[src/rtl/ibex_fetch_port_arbiter.sv]
// Shares one in-order instruction-memory port between the fetch prefetcher and an auxiliary port.
// A small source-ID FIFO steers each response back to whichever requester issued it.
module ibex_fetch_port_arbiter #(
    parameter int unsigned MaxOutstanding = 2,
    parameter int unsigned StarveLimit    = 4
) (
    input  logic        clk_i,
    input  logic        rst_ni,
    input  logic        fetch_req_i,
    input  logic [31:0] fetch_addr_i,
    output logic        fetch_gnt_o,
    output logic        fetch_rvalid_o,
    output logic [31:0] fetch_rdata_o,
    output logic        fetch_err_o,
    input  logic        aux_req_i,
    input  logic [31:0] aux_addr_i,
    output logic        aux_gnt_o,
    output logic        aux_rvalid_o,
    output logic [31:0] aux_rdata_o,
    output logic        aux_err_o,
    output logic        mem_req_o,
    output logic [31:0] mem_addr_o,
    input  logic        mem_gnt_i,
    input  logic        mem_rvalid_i,
    input  logic [31:0] mem_rdata_i,
    input  logic        mem_err_i,
    output logic        busy_o,
    output logic        protocol_err_o
);

    localparam int unsigned CountW = $clog2(MaxOutstanding + 1);
    localparam int unsigned Depth  = 1 << CountW;

    typedef enum logic [1:0] {
        UNLOCKED,
        LOCK_FETCH,
        LOCK_AUX
    } lock_e;

    lock_e              lock_q, lock_d;
    logic [CountW-1:0]  count_q, count_d;
    logic [Depth-1:0]   ids_q, ids_d;
    logic [3:0]         starve_q, starve_d;
    logic               proto_err_q;

    logic               lock_hold;
    logic               forced;
    logic               sel_fetch;
    logic               sel_aux;
    logic               not_full;
    logic               push;
    logic               pop;
    logic [CountW-1:0]  wr_idx;

    assign lock_hold = (lock_q == LOCK_FETCH && fetch_req_i) || (lock_q == LOCK_AUX && aux_req_i);
    assign forced    = (starve_q == 4'(StarveLimit)) && aux_req_i;

    // A held lock keeps its requester selected until granted or the request is withdrawn;
    // nothing is selected while reset is asserted so every output reads zero.
    always_comb begin
        sel_fetch = 1'b0;
        sel_aux   = 1'b0;
        if (rst_ni) begin
            if (lock_hold) begin
                sel_fetch = (lock_q == LOCK_FETCH);
                sel_aux   = (lock_q == LOCK_AUX);
            end else if (fetch_req_i && !forced) begin
                sel_fetch = 1'b1;
            end else if (aux_req_i) begin
                sel_aux = 1'b1;
            end
        end
    end

    assign not_full    = count_q < CountW'(MaxOutstanding);
    assign mem_req_o   = (sel_fetch || sel_aux) && not_full;
    assign mem_addr_o  = sel_fetch ? fetch_addr_i : (sel_aux ? aux_addr_i : 32'h0);
    assign fetch_gnt_o = mem_gnt_i && mem_req_o && sel_fetch;
    assign aux_gnt_o   = mem_gnt_i && mem_req_o && sel_aux;

    assign push = fetch_gnt_o || aux_gnt_o;
    assign pop  = mem_rvalid_i && (count_q != '0);

    assign fetch_rvalid_o = pop && !ids_q[0];
    assign aux_rvalid_o   = pop && ids_q[0];
    assign fetch_rdata_o  = fetch_rvalid_o ? mem_rdata_i : 32'h0;
    assign fetch_err_o    = fetch_rvalid_o && mem_err_i;
    assign aux_rdata_o    = aux_rvalid_o ? mem_rdata_i : 32'h0;
    assign aux_err_o      = aux_rvalid_o && mem_err_i;

    assign busy_o         = (count_q != '0) || (lock_q != UNLOCKED);
    assign protocol_err_o = proto_err_q;

    // Source-ID FIFO kept as a shift register with the head in bit 0.
    always_comb begin
        ids_d  = ids_q;
        wr_idx = count_q - CountW'(pop);
        if (pop) begin
            ids_d = ids_q >> 1;
        end
        if (push) begin
            ids_d[wr_idx] = aux_gnt_o;
        end
        count_d = count_q + CountW'(push) - CountW'(pop);
    end

    // Lock and starvation bookkeeping for the next cycle.
    always_comb begin
        lock_d = UNLOCKED;
        if (mem_req_o && !mem_gnt_i) begin
            lock_d = sel_fetch ? LOCK_FETCH : LOCK_AUX;
        end
        starve_d = starve_q;
        if (!aux_req_i || aux_gnt_o) begin
            starve_d = 4'd0;
        end else if (fetch_gnt_o && starve_q != 4'(StarveLimit)) begin
            starve_d = starve_q + 4'd1;
        end
    end

    always_ff @(posedge clk_i or negedge rst_ni) begin
        if (!rst_ni) begin
            lock_q      <= UNLOCKED;
            count_q     <= '0;
            ids_q       <= '0;
            starve_q    <= 4'd0;
            proto_err_q <= 1'b0;
        end else begin
            lock_q   <= lock_d;
            count_q  <= count_d;
            ids_q    <= ids_d;
            starve_q <= starve_d;
            if (mem_rvalid_i && count_q == '0) begin
                proto_err_q <= 1'b1;
            end
        end
    end

endmodule

[config.mk]
export PLATFORM = sky130hd
export DESIGN_NAME = ibex_fetch_port_arbiter
export DESIGN_NICKNAME = d
export VERILOG_FILES = /design/src/rtl/ibex_fetch_port_arbiter.sv
export SDC_FILE = /design/constraint.sdc
export NUM_CORES = 1
export LEC_CHECK = 0
export ABC_AREA = 1
export BUFFER_PORTS_ARGS = -buffer_cell sky130_fd_sc_hd__buf_2
export CORE_AREA = 4 4 77 79
export CTS_BUF_LIST = sky130_fd_sc_hd__clkbuf_4 sky130_fd_sc_hd__clkbuf_8 sky130_fd_sc_hd__clkbuf_16
export CTS_CLUSTER_DIAMETER = 40
export DETAILED_ROUTE_END_ITERATION = 7
export DIE_AREA = 0 0 81 83
export PLACE_DENSITY = 0.76
export REMOVE_ABC_BUFFERS = 1
export SLEW_MARGIN = 20
export SYNTH_ARGS = -nofsm -noshare
export SYNTH_HDL_FRONTEND = slang
export SYNTH_SLANG_ARGS = --single-unit
export TNS_END_PERCENT = 10
[constraint.sdc]
create_clock -name clk_i -period 6.7 [get_ports clk_i]
set_input_delay 0.335 -clock clk_i [delete_from_list [all_inputs] [get_ports clk_i]]
set_output_delay 0.335 -clock clk_i [all_outputs]
set_load 0.05 [all_outputs]
=== Word-level counts from Yosys, hierarchy flattened ===
Index checks and enable logic that the tools add are counted.

* Add/sub/neg operators: 4
* Magnitude comparators: 3
* Eq/ne operators: 4
* Mux-type cells: 20
* Reductions and logical operators: 30

{| class="wikitable"
|+ Operators with widths
! operator !! number
|-
| 32-bit two-way mux || 4
|-
| 1-bit logical AND || 17
|-
| 4-bit two-way mux || 4
|-
| 1-bit two-way mux || 8
|-
| 2-bit nonzero test || 3
|-
| 1-bit logical OR || 5
|-
| 4-bit by 1-bit adder with 4-bit output (second input constant) || 1
|-
| 4-bit bitwise mux || 1
|-
| 4-bit by 3-bit equality test with 1-bit output (second input constant) || 1
|-
| 1-bit zero test || 4
|-
| 2-bit two-way mux || 2
|-
| 4-bit by 3-bit != test with 1-bit output (second input constant) || 1
|-
| 2-bit by 1-bit subtractor with 2-bit output || 2
|-
| 2-bit by 3-bit < comparator with 1-bit output (second input constant) || 1
|-
| 2-bit by 1-bit adder with 2-bit output || 1
|-
| 1-bit demux with 2-bit select || 1
|-
| 2-bit by 1-bit equality test with 1-bit output (second input constant) || 1
|-
| 2-bit equality test (second input constant) || 1
|-
| 2-bit by 1-bit >= comparator with 1-bit output (second input constant) || 1
|-
| 2-bit zero test || 1
|-
| 2-bit < comparator (second input constant) || 1
|}

* Register bits after elaboration: 13
* Bits of input ports: 103
* Word-level logic and storage cells: 66

=== Longest topological paths before layout ===
Gate-level depths: netlist of run 1.

* Depth after elaboration: 14
* Mapped depth: 15
* Gate-level depth less buffers: 15

=== Worst setup path before layout of run 1 ===
OpenSTA, ideal clock, no wires.

* Path kind: register to output
* Start: reg count_q[1]
* End: out aux_rdata_o[10]
* Arrival: 2,355 ps
* Required time: 6,365 ps
* Path slack: 4,010 ps
* Cell stages (with the launch flop): 6
* Path through: dfrtp_1 > o21ai_2 > nor2_1 > inv_1 > buf_2 > nor2_1

* Cells in the longest elaborated chain, start to end: 4

{| class="wikitable"
|+ RTL lines
! element !! line !! source
|-
| start: declaration || 41 || <nowiki>logic [CountW-1:0] count_q, count_d;</nowiki>
|-
| start signal: assignment || 130 || <nowiki>count_q <= count_d;</nowiki>
|-
| 2-bit nonzero test || 82 || <nowiki>assign pop = mem_rvalid_i && (count_q != '0);</nowiki>
|-
| 1-bit logical AND || 82 ||
|-
| 1-bit logical AND || 85 || <nowiki>assign aux_rvalid_o = pop && ids_q[0];</nowiki>
|-
| via aux_rvalid_o || 18 || <nowiki>output logic aux_rvalid_o,</nowiki>
|-
| 32-bit two-way mux || 88 || <nowiki>assign aux_rdata_o = aux_rvalid_o ? mem_rdata_i : 32'h0;</nowiki>
|-
| end: declaration || 19 || <nowiki>output logic [31:0] aux_rdata_o,</nowiki>
|}

The timed path passes the listed nets, and every way through them passes these cells.

=== Worst setup path in the final report of run 1 ===
* Start: reg starve_q[0]
* End: out fetch_gnt_o

* Cells in the longest elaborated chain, start to end: 11

{| class="wikitable"
|+ RTL lines
! element !! line !! source
|-
| start: declaration || 43 || <nowiki>logic [3:0] starve_q, starve_d;</nowiki>
|-
| start signal: assignment || 132 || <nowiki>starve_q <= starve_d;</nowiki>
|-
| 4-bit by 3-bit equality test with 1-bit output * || 56 || <nowiki>assign forced = (starve_q == 4'(StarveLimit)) && aux_req_i;</nowiki>
|-
| 1-bit logical AND * || 56 ||
|-
| 1-bit zero test * || 67 || <nowiki>end else if (fetch_req_i && !forced) begin</nowiki>
|-
| 1-bit logical AND * || 67 ||
|-
| 1-bit two-way mux || 67 ||
|-
| 1-bit two-way mux || 64 || <nowiki>if (lock_hold) begin</nowiki>
|-
| 1-bit two-way mux || 63 || <nowiki>if (rst_ni) begin</nowiki>
|-
| 1-bit logical OR || 76 || <nowiki>assign mem_req_o = (sel_fetch || sel_aux) && not_full;</nowiki>
|-
| 1-bit logical AND || 76 ||
|-
| 1-bit logical AND || 78 || <nowiki>assign fetch_gnt_o = mem_gnt_i && mem_req_o && sel_fetch;</nowiki>
|-
| 1-bit logical AND * || 78 ||
|-
| end: declaration || 11 || <nowiki>output logic fetch_gnt_o,</nowiki>
|}

Every way passes the cells marked *; elsewhere a longest branch is shown, timed or not.

==> results.cfg, run 1 <==
[synth]
synth_seq_cells = 13
ys_types = 26
ys_top_cells_by_area = dfrtp_1 (20%), a22o_1 (17%), nor2_1 (16%)
synth_area_sq_um = 1609
yosysSeqAreaShare_pct = 20.22
netlist.area_leader.share_pct = 20.22
yosys.area.top_type = dfrtp_1
synthCells = 258
ys_warn_count = 0
syn_area_per_cell_sq_um = 6.237

[global_routing]
first_global_vias = 2254
grt_usage_pct = 20.57
overflow = 0
antenna_found_initial = 0
grt_pass1_wl_mm = 11.10
grt_max_degree = 35

[worst_setup_path]
cp_max_fo = 34
crit_path_top_delay_cell = a21oi_4
critPathKind = register to primary output
crit_chain = inv_1, ha_1, nand4_1, nand2_1, a21oi_4, nand4_1, inv_1, buf_2
startpoint_type = register
critPathTopFamily = compound AO/OA/AOI/OAI gates
slowest_delay_ps = 660
crit_buf_inv = 3
crit_arrival_ps = 2420
crit_path_end_kind = primary output
required_ps = 6360

[sta]
fin_tns_setup_ps = 0
skew_ps = 3.681
finalHoldViolCount = 13
holdWs_ps = -10.83
fin_crit_sh_pct = 41.05
fin_crit_ps = 2750
slew_headroom_pct = 36.97
drv_slew = 0
max_freq_mhz = 363.6
rsz0062_at_grt = no
tightest_slew_ps = 944.4
setup_viol = 0

[cts]
cts_root_buffer = clkbuf_8
clockBufferDepth = 2
clkLatencyLatePin_ps = 240
cts-hold-fix-buffers = 0
cts_max_level = 1
cts_tree = built
post-cts-setup-buffer-count = 0
post_cts_resized = 0
numClockSinks = 13
cts.clk_slew.worst_paths_ps = 60
cts_buffers = 3

[job]
cap_violations = 0

[placement]
dpl.hpwl_mm = 6.388
place.gp.congestion = 0.8032
port_buffers = 207

[die]
dieWidth_um = 81
rows = 27
die-area_sq_um = 6723
core_area_sq_um = 5338
fp.dieH_um = 83
start_util_pct = 30.15
ios = 208

[cells_and_area]
antenna_cells = 0
fin_util_pct = 51.03
drive_gt1_share_pct = 49.45
nNetsFinal = 566
area.growth.synth_to_final_pct = 69.28

[routing]
drt-total-wl_mm = 7.513
wire_per_inst_um = 14.20
detail-route-antenna-nets = 0
vias_per_cell = 4.550
dr.pass1.iters = 4
post-route-drc-count = 0
vias = 2407
first_iter_violations = 97

[power]
ir_drop_mv = 0.1416
total_leakage_power_uw = 0.001908
p_total_uw = 838.5
power_density_nw_per_um2 = 307.8

[status]
status = complete, but fails checks
violations = negative hold slack

[hold_path]
hold_path.class = input port to async pin
-- where the power goes --
part	switching, uW	total, uW	internal [uW]
sequential	12.7	103	90.2
clock	28.5	74.6	46.1
combinational	513	661	148
-- cells by family (layout without fill, tap and decap cells) --
| family | count (synthesis) | count (layout) | share of synthesized area (%) |
|---|---|---|---|
| flip-flops | 13 | 13 | 20.22 |
| XOR/XNOR | 4 | 4 | 2.178 |
| adder cells (fa/ha/maj) | 5 | 5 | 3.888 |
| AO/OA/AOI/OAI | 45 | 45 | 23.10 |
| AND/OR/NAND/NOR | 119 | 119 | 31.34 |
| buffers and inverters | 68 | 267 | 16.80 |
| multiplexers | 4 | 4 | 2.488 |
-- sequential cells by signal, indices dropped and copies added (netlist names) --
| register | flops |
|---|---|
| ids_q | 4 |
| starve_q | 4 |
| count_q | 2 |
| lock_q | 2 |
| protocol_err_o | 1 |
-- synthesized netlist by cell type (all sizes together) --
master,instances
ha,5
nor3,1
a21oi,3
o21ai,8
buf,12
nand3,17
a22o,32
nand2,25
mux2i,4
xnor2,1
or2,1
a31oi,1
a21o,1
nand4,3
inv,56
dfrtp,13
xor2,3
nor2,72
-- final timing paths --
kind	from	to	slack (ps)	cells past startpoint
worst max-delay path	starve_q[0]	fetch_gnt_o	3950	8
worst min-delay path	rst_ni	starve_q[0]	-10	1
worst max register to register	starve_q[0]	count_q[1]	4350	15
worst min register to register	protocol_err_o	protocol_err_o	450	1
max in group asynchronous	rst_ni	ids_q[0]	6450	1
min in group clk_i	mem_rvalid_i	protocol_err_o	320	2
-- placed cells by master (no fill, tap or decap), types with 4 or more instances in the layout --
| master | count |
|---|---|
| buf_2 | 207 |
| o21ai_0 | 6 |
| dfrtp_1 | 13 |
| nand2_1 | 21 |
| mux2i_1 | 4 |
| nor2_1 | 70 |
| nand2_2 | 4 |
| ha_1 | 5 |
| nand3_1 | 16 |
| a22o_1 | 32 |
| inv_1 | 53 |
-- final cells by class --
type,count,area (sq um)
Clock buffer,4,48.80
Multi-Input combinational cell,177,1013
Tap cell,72,90.09
Sequential cell,13,325.3
Inverter,56,210.2
Fill cell,550,2614
Timing Repair Buffer,207,1036
-- layer usage --
metal	GRT usage [%]	part of all wire [%]	routed length [um]
met1	23.86	38	2837
met2	38.31	52	3895
met3	4.121	9.6	718
met4	3.533	0.83	62
met5	0	0	0
-- metrics by stage --
| stage | instance area, sq um | hold slack (ps) | worst slack (ps) | std cells |
|---|---|---|---|---|
| 2_1_floorplan | 1549 | 39.41 | 3720 | 246 |
| 3_3_place_gp | 2675 | 250.8 | 4281 | 525 |
| 3_5_place_dp | 2675 | 260.5 | 4244 | 525 |
| 4_1_cts | 2724 | 0.7513 | 3951 | 529 |
| 5_1_grt | 2724 | 6.983 | 3689 | 529 |
| 6_report | 2724 | -10.83 | 3950 | 529 |
Power figures use the tool's default switching activity.
==> inputs of run 2 (changes only) <==
--- a/config.mk
+++ b/config.mk
@@ -7,12 +7,12 @@
 export LEC_CHECK = 0
 export ABC_AREA = 1
 export BUFFER_PORTS_ARGS = -buffer_cell sky130_fd_sc_hd__buf_2
-export CORE_AREA = 4 4 77 79
+export CORE_AREA = 4 4 79 81
 export CTS_BUF_LIST = sky130_fd_sc_hd__clkbuf_4 sky130_fd_sc_hd__clkbuf_8 sky130_fd_sc_hd__clkbuf_16
 export CTS_CLUSTER_DIAMETER = 40
 export DETAILED_ROUTE_END_ITERATION = 7
-export DIE_AREA = 0 0 81 83
-export PLACE_DENSITY = 0.76
+export DIE_AREA = 0 0 83 85
+export PLACE_DENSITY = 0.73
 export REMOVE_ABC_BUFFERS = 1
 export SLEW_MARGIN = 20
 export SYNTH_ARGS = -nofsm -noshare
==> constraint.sdc (replaced) <==
create_clock -name clk_i -period 2.88 [get_ports clk_i]
set_input_delay 0.144 -clock clk_i [delete_from_list [all_inputs] [get_ports clk_i]]
set_output_delay 0.144 -clock clk_i [all_outputs]
set_load 0.05 [all_outputs]
==> run 2 against run 1 <==
Effect of this change: the flow now finishes without violations; non-clock buffer count up 4; via count up 0.87%; routed wire length up 0.63%; clock power up 140%; global-route usage down 1.2 points; core utilization down 0.62 points; sequential share of layout area down 0.15 points; sequential power up 130%; cell area up 1.3%; sequential cell count unchanged; total power up 130%; clock skew up 1.2 ps.
==> results.cfg, run 2 (same netlist as run 1, synthesis figures left out) <==
[power]
power_density_nw_per_um2 = 713.9
p_int_uw = 670.9
p_clk_share_pct = 9.1
seqPwrFrac_pct = 12.1
p_total_uw = 1970
swShare_pct = 65.94
pwr-share-comb_pct = 78.8
ir_drop_mv = 0.3520
switching_power_uw = 1299
total_leakage_power_uw = 0.001926

[cts]
clkLatencyLatePin_ps = 250
clockBufferDepth = 2
cts_tree = built
numClockSinks = 13
cts_buffers = 3
cts_root_buffer = clkbuf_8
cts_max_level = 1
cts.clk_slew.worst_paths_ps = 50

[worst_setup_path]
critPathTopFamily = buffers and inverters
required_ps = 2740
startpoint_type = input port
timing.rr.end = count_q[1]
ff2ff_path_depth = 15
crit_path_end_kind = primary output
crit_path_end = aux_gnt_o
crit_cells = 9
crit_chain = dlygate4sd3_1, buf_2, nand2_1, a31oi_1, nand2_2, inv_2, nand3_2, inv_1, buf_2
slowest_delay_ps = 530
crit_arrival_ps = 2380
crit_top_cell = buf_2
crit_path_top_delay_cell = dlygate4sd3_1
crit_buf_inv = 5
r2r-start = starve_q[0]
cp_max_fo = 33
critPathKind = input port to primary output
startpoint = rst_ni
r2r_setup_slack_ps = 530

[sta]
setup_viol = 0
max_freq_mhz = 395.5
finalHoldViolCount = 0
tightest_slew_ps = 535.3
holdWs_ps = 128.8
skew_ps = 4.876
fin_tns_setup_ps = 0
rsz0062_at_grt = no
slew_headroom_pct = 64.26
drv_slew = 0
fin_crit_ps = 2529
fin_crit_sh_pct = 87.80

[routing]
first_iter_violations = 61
dr.pass1.iters = 4
drt-total-wl_mm = 7.560
post-route-drc-count = 0
detail-route-antenna-nets = 0
wire_per_inst_um = 14.16
vias = 2428
vias_per_cell = 4.547

[cells_and_area]
fill_cells = 550
fin_util_pct = 50.41
drive_gt1_share_pct = 49.67
layout_commonest_cell = buf_2
layout_common_cells = buf_2 (207), nor2_1 (70), inv_1 (53)
nNetsFinal = 570
seq_area_sq_um = 325.3
multi_input_area_sq_um = 1013
instances_no_fill = 534
reg_top3 = ids_q x4, starve_q x4
area.growth.synth_to_final_pct = 71.46

[placement]
port_buffers = 207
place.gp.congestion = 0.9641
dpl.hpwl_mm = 6.393
dp.cells = 528

[global_routing]
antenna_found_initial = 1
grt_pass1_wl_mm = 11.37
overflow = 0
grt_usage_pct = 19.33
first_global_vias = 2362
grt_max_degree = 34

[die]
rows = 27
dieWidth_um = 83
core_area_sq_um = 5473
fp.dieH_um = 85
die-area_sq_um = 7055
ios = 208
start_util_pct = 29.40

[job]
cap_violations = 0

[status]
status = completed

[hold_path]
hold_path.class = input port to register
## run 2: layout make-up
type | count | share of cell area, %
Timing Repair Buffer | 211 | 38.73
Multi-Input combinational cell | 177 | 36.73
Sequential cell | 13 | 11.79
Inverter | 56 | 7.619
Tap cell | 72 | 3.265
Clock buffer | 4 | 1.769
Antenna cell | 1 | 0.09070
## run 2: routing by layer
| layer | track usage [%] | routed length [um] |
|---|---|---|
| met4 | 6.538 | 138 |
| met1 | 21.55 | 2976 |
| met5 | 0 | 0 |
| met2 | 36.73 | 4035 |
| met3 | 3.495 | 409 |
## run 2: power groups by stage
stage	clock [uW]	sequential (uW)	combinational, uW
finish	179	239	1550
global route	194	243	1650
CTS	186	239	1550
detailed placement	0	243	1550
global placement	0	242	1540
floorplan	0	237	1170
## run 2: repair_timing
item,in CTS,in global routing
buffers inserted,0,0
resized for setup,0,0
hold buffers,1,0
endpoints found under the hold margin,13,0
## run 2: worst min path at each step
stage	startpoint	to	slack [ps]	cells after the start
4_1_cts	mem_gnt_i	lock_q[0]	120	2
3_5_place_dp	rst_ni	starve_q[0]	70	1
6_report	mem_rvalid_i	protocol_err_o	130	2
5_1_grt	mem_rvalid_i	protocol_err_o	130	2
2_1_floorplan	rst_ni	count_q[0]	-150	0
3_3_place_gp	rst_ni	starve_q[1]	60	1
## run 2: metrics by stage
step                area, sq um  setup WS, ps
floorplan                  1549         91.45
global route               2759         106.4
detailed placement         2698         574.6
CTS                        2756         336.5
finish                     2759         351.3
global placement           2698         653.3
